--- src/rtl/can_id_hopping_tables.sv ---
`default_nettype none
// ============================================================================
//  Module      : can_id_hopping_tables
//  Description : ID-translation store for CAN ID hopping. It holds a priority
//                table (application ID <-> priority index) and a paged hopping
//                table ((page, priority) <-> physical ID).
//                Send path   : application ID -> priority -> physical ID.
//                Receive path: physical ID -> priority -> application ID.
//                The page is the 4-bit rx/tx message counter.
//  Ports       : clk                   rising-edge clock
//                rest_bit              synchronous reset, active high
//                we                    configuration write strobe
//                id_i                  write data / lookup key
//                send_bit              send lookup request
//                receive_bit           receive lookup request
//                rx_tx_message_counter page select
//                id_o_1                physical ID for transmission
//                id_o_2                application ID of a received message
//                priority_o            priority index of last successful lookup
//                send_hit / recv_hit   last send / receive lookup matched
//                cfg_done              every table entry has been written
//  Revision    : 1.0 - initial release
// ============================================================================
module can_id_hopping_tables #(
    parameter int DEPTH = 8,
    parameter int IDW   = 11,
    parameter int PAGES = 16
) (
    input  logic           clk,
    input  logic           rest_bit,
    input  logic           we,
    input  logic [IDW-1:0] id_i,
    input  logic           send_bit,
    input  logic           receive_bit,
    input  logic [3:0]     rx_tx_message_counter,
    output logic [IDW-1:0] id_o_1,
    output logic [IDW-1:0] id_o_2,
    output logic [7:0]     priority_o,
    output logic           send_hit,
    output logic           recv_hit,
    output logic           cfg_done
);

    localparam int C_TOTAL = DEPTH * (1 + PAGES);
    localparam int C_WPW   = $clog2(C_TOTAL + 1);
    localparam int C_IW    = (DEPTH > 1) ? $clog2(DEPTH) : 1;

    // Table storage
    logic [IDW-1:0]   r_prio_tab [DEPTH];
    logic [DEPTH-1:0] r_prio_vld;
    logic [IDW-1:0]   r_hop      [PAGES][DEPTH];
    logic [DEPTH-1:0] r_hop_vld  [PAGES];
    logic [C_WPW-1:0] r_wp;
    logic             r_cfg_done;

    // Lookup result registers
    logic [IDW-1:0]   r_id_o_1;
    logic [IDW-1:0]   r_id_o_2;
    logic [7:0]       r_priority;
    logic             r_send_hit;
    logic             r_recv_hit;

    // Search results
    logic [DEPTH-1:0] w_send_match;
    logic [DEPTH-1:0] w_recv_match;
    logic             w_send_found;
    logic             w_recv_found;
    logic [C_IW-1:0]  w_send_idx;
    logic [C_IW-1:0]  w_recv_idx;
    logic             w_send_ok;
    logic             w_recv_ok;
    logic             w_wr_en;

    assign w_wr_en = we && !r_cfg_done;

    // ------------------------------------------------------------------
    // Parallel compare over every slot, then a lowest-index priority
    // encoder so duplicate IDs resolve to the smallest index.
    // ------------------------------------------------------------------
    always_comb begin
        w_send_match = '0;
        w_recv_match = '0;
        for (int i = 0; i < DEPTH; i++) begin
            w_send_match[i] = r_prio_vld[i] && (r_prio_tab[i] == id_i);
            w_recv_match[i] = r_hop_vld[rx_tx_message_counter][i] &&
                              (r_hop[rx_tx_message_counter][i] == id_i);
        end
    end

    always_comb begin
        w_send_found = 1'b0;
        w_recv_found = 1'b0;
        w_send_idx   = '0;
        w_recv_idx   = '0;
        // Descending scan: the last assignment wins, i.e. the lowest index.
        for (int i = DEPTH - 1; i >= 0; i--) begin
            if (w_send_match[i]) begin
                w_send_found = 1'b1;
                w_send_idx   = C_IW'(i);
            end
            if (w_recv_match[i]) begin
                w_recv_found = 1'b1;
                w_recv_idx   = C_IW'(i);
            end
        end
    end

    // A priority match only counts if the second-stage entry is also valid.
    assign w_send_ok = w_send_found && r_hop_vld[rx_tx_message_counter][w_send_idx];
    assign w_recv_ok = w_recv_found && r_prio_vld[w_recv_idx];

    // ------------------------------------------------------------------
    // Configuration: one entry per cycle, priority table first, then the
    // hopping table page by page. Write-once until the next reset.
    // ------------------------------------------------------------------
    always_ff @(posedge clk) begin
        if (rest_bit) begin
            for (int i = 0; i < DEPTH; i++) begin
                r_prio_tab[i] <= '0;
            end
            for (int p = 0; p < PAGES; p++) begin
                for (int s = 0; s < DEPTH; s++) begin
                    r_hop[p][s] <= '0;
                end
                r_hop_vld[p] <= '0;
            end
            r_prio_vld <= '0;
            r_wp       <= '0;
            r_cfg_done <= 1'b0;
        end else if (w_wr_en) begin
            for (int i = 0; i < DEPTH; i++) begin
                if (r_wp == C_WPW'(i)) begin
                    r_prio_tab[i] <= id_i;
                    r_prio_vld[i] <= 1'b1;
                end
            end
            for (int p = 0; p < PAGES; p++) begin
                for (int s = 0; s < DEPTH; s++) begin
                    if (r_wp == C_WPW'(DEPTH + p * DEPTH + s)) begin
                        r_hop[p][s]     <= id_i;
                        r_hop_vld[p][s] <= 1'b1;
                    end
                end
            end
            r_wp <= r_wp + C_WPW'(1);
            if (r_wp == C_WPW'(C_TOTAL - 1)) begin
                r_cfg_done <= 1'b1;
            end
        end
    end

    // ------------------------------------------------------------------
    // Lookups: a write strobe blocks lookups; send beats receive.
    // ------------------------------------------------------------------
    always_ff @(posedge clk) begin
        if (rest_bit) begin
            r_id_o_1   <= '0;
            r_id_o_2   <= '0;
            r_priority <= '0;
            r_send_hit <= 1'b0;
            r_recv_hit <= 1'b0;
        end else if (!we) begin
            if (send_bit) begin
                r_send_hit <= w_send_ok;
                if (w_send_ok) begin
                    r_id_o_1   <= r_hop[rx_tx_message_counter][w_send_idx];
                    r_priority <= 8'(w_send_idx);
                end
            end else if (receive_bit) begin
                r_recv_hit <= w_recv_ok;
                if (w_recv_ok) begin
                    r_id_o_2   <= r_prio_tab[w_recv_idx];
                    r_priority <= 8'(w_recv_idx);
                end
            end
        end
    end

    assign id_o_1     = r_id_o_1;
    assign id_o_2     = r_id_o_2;
    assign priority_o = r_priority;
    assign send_hit   = r_send_hit;
    assign recv_hit   = r_recv_hit;
    assign cfg_done   = r_cfg_done;

endmodule
`default_nettype wire

--- config.mk ---
export PLATFORM = sky130hd
export DESIGN_NAME = can_id_hopping_tables
export DESIGN_NICKNAME = d
export VERILOG_FILES = /design/src/rtl/can_id_hopping_tables.sv
export SDC_FILE = /design/constraint.sdc
export NUM_CORES = 2
export LEC_CHECK = 0
export ABC_AREA = 1
export CAP_MARGIN = 20
export CORE_MARGIN = 1
export CORE_UTILIZATION = 35
export DETAILED_ROUTE_END_ITERATION = 8
export PLACE_DENSITY = 0.57
export SLEW_MARGIN = 15
export SYNTH_ARGS = -nofsm -noshare
export SYNTH_HDL_FRONTEND = slang
export SYNTH_SLANG_ARGS = --single-unit
--- constraint.sdc ---
create_clock -name clk -period 6.1 [get_ports clk]
set_input_delay 1.22 -clock clk [delete_from_list [all_inputs] [get_ports clk]]
set_output_delay 1.22 -clock clk [all_outputs]
set_load 0.1 [all_outputs]
==> After elaboration in Yosys (flattened, before gate mapping) <==
Memories as Yosys holds them, arrays and structs flattened. A register that Yosys moved wholly into a read port is not among the register bits.
Index checks and enable logic that the tools add are counted.
{ "totals": {"reg_bits": 38, "ramBits": 1624, "mem_count": 3, "elab_cells": 1330} }
{ "memory_table": {"columns": ["name", "depth", "width", "rd", "rd_clocked_by_memory_dff", "wr", "line_no", "rtl"], "rows": [
  ["r_hop", 16, 88, 1, 0, 16, "51", "logic [IDW-1:0] r_hop [PAGES][DEPTH];"],
  ["r_hop_vld", 16, 8, 1, 0, 16, "52", "logic [DEPTH-1:0] r_hop_vld [PAGES];"],
  ["r_prio_tab", 8, 11, 9, 1, 8, "49", "logic [IDW-1:0] r_prio_tab [DEPTH];"]
]} }
{ "classes": {"bitwise": 267, "n_lt_le_gt_ge": 3, "reduce_logical": 37, "n_mux": 853, "addsub": 1, "eq_ne": 152} }
{ "ops": {"columns": ["operator", "n"], "rows": [
  ["11-bit two-way mux", 138],
  ["1-bit two-way mux", 692],
  ["8-bit by 7-bit == test with 1-bit output, second input constant", 64],
  ["1-bit bitwise OR", 264],
  ["8-bit by 6-bit == test with 1-bit output, second input constant", 32],
  ["11-bit == test", 16],
  ["8-bit by 5-bit == test with 1-bit output, second input constant", 16],
  ["8-bit by 4-bit == test with 1-bit output, second input constant", 8],
  ["8-bit == test, second input constant", 8],
  ["3-bit two-way mux", 16],
  ["11-bit binary-select mux with 3-bit select", 1],
  ["8-bit by 3-bit == test with 1-bit output, second input constant", 4],
  ["8-bit two-way mux", 4],
  ["2-bit AND reduction", 10],
  ["1-bit logical AND", 19],
  ["8-bit by 2-bit == test with 1-bit output, second input constant", 2],
  ["8-bit by 1-bit adder with 8-bit output, second input constant", 1],
  ["8-bit by 1-bit == test with 1-bit output, second input constant", 1],
  ["8-bit logical NOT", 1],
  ["3-bit by 4-bit < comparator with 1-bit output, second input constant", 2],
  ["4-bit AND reduction", 2],
  ["1-bit binary-select mux with 3-bit select", 2],
  ["3-bit AND reduction", 2],
  ["4-bit >= comparator, second input constant", 1],
  ["5 further kinds", 7]
]} }

==> Longest topological paths before layout <==
An unclocked memory read counts as a cell.
{ "depth": {"ltp_word": 17, "mapped_depth": 32, "mapped_depth_nobuf": 29} }

==> Least setup slack after synthesis <==
OpenSTA, ideal clock, no wires.
{ "synth_path": {"path_kind": "input port to flip-flop", "from": "input port we", "to": "memory r_hop[0][10] (netlist bit), data pin", "cell_stages": 18, "setup_ns": 0.500, "arrival_ns": 4.514, "slack_ns": 1.086, "path_cell_list": "inv_1 nor2_1 inv_1 clkbuf_1 nor2_1 inv_1 nor2_1 nand2_1 inv_1 nand2_1 nand2_1 nor3_1 nand4_1 nor4_1 and3_1 clkbuf_1 clkbuf_1 nor2_1"} }
{ "synth_lines": {"columns": ["item", "line_no", "rtl"], "rows": [
  ["start, declared", "31", "input logic we,"],
  ["end, declared", "51", null]
]} }

==> Worst setup path in the final report <==
{ "layout_path": {"from": "input port rx_tx_message_counter[0]", "to": "register r_id_o_2[2] (netlist: id_o_2[2]) (read register of r_prio_tab)"} }
{ "layout_between": {"elab_chain_cells": 15, "word_cells_on_any_way": 38} }
{ "layout_rtl": {"columns": ["item", "line_no", "rtl"], "rows": [
  ["start, declared", "35", "input logic [3:0] rx_tx_message_counter,"],
  ["memory read 16 x 88 bit", null, null],
  ["11-bit == test", "86", "(r_hop[rx_tx_message_counter][i] == id_i);"],
  ["1-bit logical AND", "85", "w_recv_match[i] = r_hop_vld[rx_tx_message_counter][i] &&"],
  ["3-bit two-way mux (8 in series)", "101", "if (w_recv_match[i]) begin"],
  ["1-bit binary-select mux with 3-bit select", "110", "assign w_recv_ok = w_recv_found && r_prio_vld[w_recv_idx];"],
  ["1-bit two-way mux (not written as such)", "110", null],
  ["1-bit logical AND", "110", null],
  ["4-bit AND reduction (no source line)", null, null],
  ["end, declared", "58", "logic [IDW-1:0] r_id_o_2;"]
]} }
Parallel ways exist; a longest one is shown, timed or not. The select of a mux whose other input is x is not followed.
A chain may end at the register's enable or synchronous reset.

==> run_results.csv <==
group,metric,value,unit
placed_design,gp_routability_congestion,1.020,
pwr,p_leak,32.24,nW
timing,finClkSkew,0.05650,ns
clock_network,cts-root-buf,"clkbuf_16",
worst_setup_path,crit_path_top_delay_cell,"nand2_1",
clock_network,cts_made_buffers,175,
yosys,ys_ff_latch,1668,
pwr,power_density,300.7,nW/um^2
pwr,intPower,0.01936,W
yosys,synth-edff-count,1552,
pwr,seqPwrFrac,50.1,%
floorplan,start_util,35.26,%
yosys,synth.area.top_cells,"edfxtp_1 (62%), nor2_1 (8.8%), nand2_1 (6.3%)",
worst_setup_path,critPathMaxStageDelay,0.42,ns
final_layout,stdcell_count,10580,
worst_setup_path,crit_path_frequent_cell,"nand2_1",
timing,period_minus_slack,4.908,ns
worst_setup_path,cp_top_family,"simple AND/OR/NAND/NOR gates",
clock_network,clock_sinks,1668,
worst_setup_path,critical_path.max_fanout,47,
timing,finalSetupTns,0,ns
clock_network,cts_resized,0,
global_route,grt_pass1_wl,390200,um
floorplan,ios,53,
yosys,synthDistinctLibCells,52,
worst_setup_path,crit_buf_inv,5,
worst_setup_path,critPathCaptureType,"flop",
pwr,p_sw,0.006586,W
yosys,yosysWarnings,0,
min_path,min_path_type,"reg2reg",
drt,wl_per_cell,25.84,um
final_layout,finish.net_count,7615,
timing,setup_viol,0,
drt,postRouteAntennaNets,0,
run,maxCapViolations,0,
clock_network,cts_tree,"done",
floorplan,core-area,214800,um^2
pwr,p_comb_share,9.3,%
yosys,syn_area,75750,um^2
clock_network,clockBufferDepth,3,
yosys,syn_area_per_cell,9.941,um^2
timing,period_share,80.45,%
worst_setup_path,crit_type,"in2reg",
clock_network,clkTransAtPathRegs,0.06,ns
pwr,p_clk_share,40.6,%
global_route,grt_pass1_vias,54430,
pwr,max-vdd-ir-drop,0.2278,mV
clock_network,htreeDepth,4,
timing,drv_slew,0,
global_route,grt-ovfl-total,0,
final_layout,area.growth.synth_to_final,13.90,%
global_route,antenna_found_initial,4,
floorplan,die_h,467.2,um
final_layout,drive_gt1_share,8.091,%
yosys,synth_cells,7620,
yosys,synth_area_leader_cell,"edfxtp_1",
drt,dr_total_vias,58390,
worst_setup_path,cp_data_arrival_time,5.64,ns
clock_network,post_cts_buffers,0,
drt,drc,0,
timing,worstMarginPinSlew,1.186,ns
pwr,switching_share,25.38,%
yosys,async_reset_ff_share,0,%
placed_design,port_buffers,47,
timing,hold_viol_final,0,
global_route,grt_max_degree,133,
placed_design,dp.cells,10250,
drt,drt-initial-drc-count,7221,
floorplan,die_w,467.2,um
placed_design,dp_hpwl,180600,um
drt,first_pass_iters,6,
yosys,synth.top_cell.area_share,61.52,%
worst_setup_path,start_kind,"input port",
timing,rsz0062_at_grt,"no",
final_layout,n_antenna_cell,0,
timing,max_freq,0.2038,GHz
drt,totalWireLength,273300,um
floorplan,dieArea,218300,um^2
yosys,ys.flop_type,"edfxtp_1",
worst_setup_path,required,6.83,ns
drt,viasPerCell,5.522,
yosys,ys_seq_area_share,64.59,%
clock_network,hold_buffers,0,
clock_network,clk_latency,0.85,ns
floorplan,rows,170,
global_route,groute.usage.overall,24.52,%
timing,slew-limit-headroom,20.66,%
outcome,status,"complete, no violations",
power by group through the flow:
stage | Combinational, W | Clock, W | Sequential (W)
2_1_floorplan | 0.00137 | 0 | 0.0132
3_3_place_gp | 0.00238 | 0 | 0.0132
3_5_place_dp | 0.00238 | 0 | 0.0132
4_1_cts | 0.00239 | 0.0106 | 0.0130
5_1_grt | 0.00257 | 0.0111 | 0.0130
6_report | 0.00242 | 0.0105 | 0.0130
routing by layer:
| layer | vias to the layer above | routed length [um] | GRT usage (%) |
|---|---|---|---|
| met4 | 2 | 12080 | 10.25 |
| met2 | 2716 | 123700 | 38.09 |
| li1 | 26240 | - | - |
| met1 | 28990 | 115900 | 33.95 |
| met3 | 446 | 21570 | 3.923 |
| met5 | - | 13 | 0 |
metrics by stage:
step / hold WS, ns / cell area (um^2) / utilization [%] / power [W] / setup WS, ns
2_1_floorplan: 0.4209 / 75770 / - / 0.01455 / 1.086
3_3_place_gp: 0.4314 / 80720 / 37.57 / 0.01560 / 0.4544
3_5_place_dp: 0.4353 / 80720 / 37.57 / 0.01561 / 0.4513
4_1_cts: 0.4489 / 86280 / 40.16 / 0.02602 / 1.361
5_1_grt: 0.4682 / 86280 / 40.16 / 0.02666 / 0.9672
6_report: 0.4519 / 86280 / 40.16 / 0.02595 / 1.192
cell type report:
type	count	area [um^2]
well taps	2838	3551
flip-flops and latches	1668	48930
multi-input cells	5006	22840
fillers	20850	128500
clock buffers	238	4721
repair buffers	375	3980
clock inverters	85	844.6
inverters	365	1418
cells in the mapped netlist, drive strengths merged, types with 2 or more instances:
library cell  instances
clkinv               15
o211ai              225
o22ai                44
or2                  14
ha                    4
o2111ai               8
dfxtp               116
inv                 350
a21oi               102
o21ai               763
clkbuf              309
nand2              1274
o221ai              117
nor4b                 2
nand3b                2
nor3b                 3
edfxtp             1552
buf                 276
and2                  2
nand3               488
nor4                 23
and3                  2
a2111oi               5
nor2               1783
nor3                 29
xnor2                10
xor2                 28
nand4                62
sequential cells by signal, indices dropped and copies added (netlist names):
register    flops
r_prio_tab     88
recv_hit        1
r_hop_vld     128
r_wp            8
id_o_2         11
r_hop        1408
cfg_done        1
r_prio_vld      8
id_o_1         11
send_hit        1
priority_o      3
path summary, 6_finish.rpt:
path                            slack (ns)                      from  cells past startpoint               to
worst min-delay path                  0.45           r_hop_vld[4][5]                      2  r_hop_vld[4][5]
worst max register to register        1.98                  cfg_done                     18     r_hop[3][36]
worst min register to register        0.45           r_hop_vld[4][5]                      2  r_hop_vld[4][5]
worst max-delay path                  1.19  rx_tx_message_counter[0]                     25        id_o_2[2]
worst min-delay path: cells and delay by family, from the launching register on:
kind | cells | cell delay, ns
DFF | 1 | 0.31
and+or+nand+nor | 2 | 0.10
cell usage in the layout, fill, tap and decap left out, drive strengths merged, types with 44 or more instances in the layout:
| master | count |
|---|---|
| a21oi | 102 |
| buf | 332 |
| clkbuf | 239 |
| clkinv | 81 |
| dfxtp | 116 |
| edfxtp | 1552 |
| inv | 355 |
| nand2 | 1274 |
| nand3 | 488 |
| nand4 | 62 |
| nor2 | 1783 |
| o211ai | 225 |
| o21ai | 763 |
| o221ai | 117 |
| o22ai | 44 |
cell families after synthesis:
logic type / count (synthesis) / share of synthesized area (%)
XOR/XNOR: 38 / 0.4393
adder cells (fa/ha/maj): 4 / 0.06607
AO/OA/AOI/OAI: 1271 / 9.903
other: 1 / 0.004950
AND/OR/NAND/NOR: 3687 / 19.55
multiplexers: 1 / 0.01321
flip-flops: 1668 / 64.59
buffers and inverters: 950 / 5.439
Note: power is estimated with default switching activity, not from simulation.
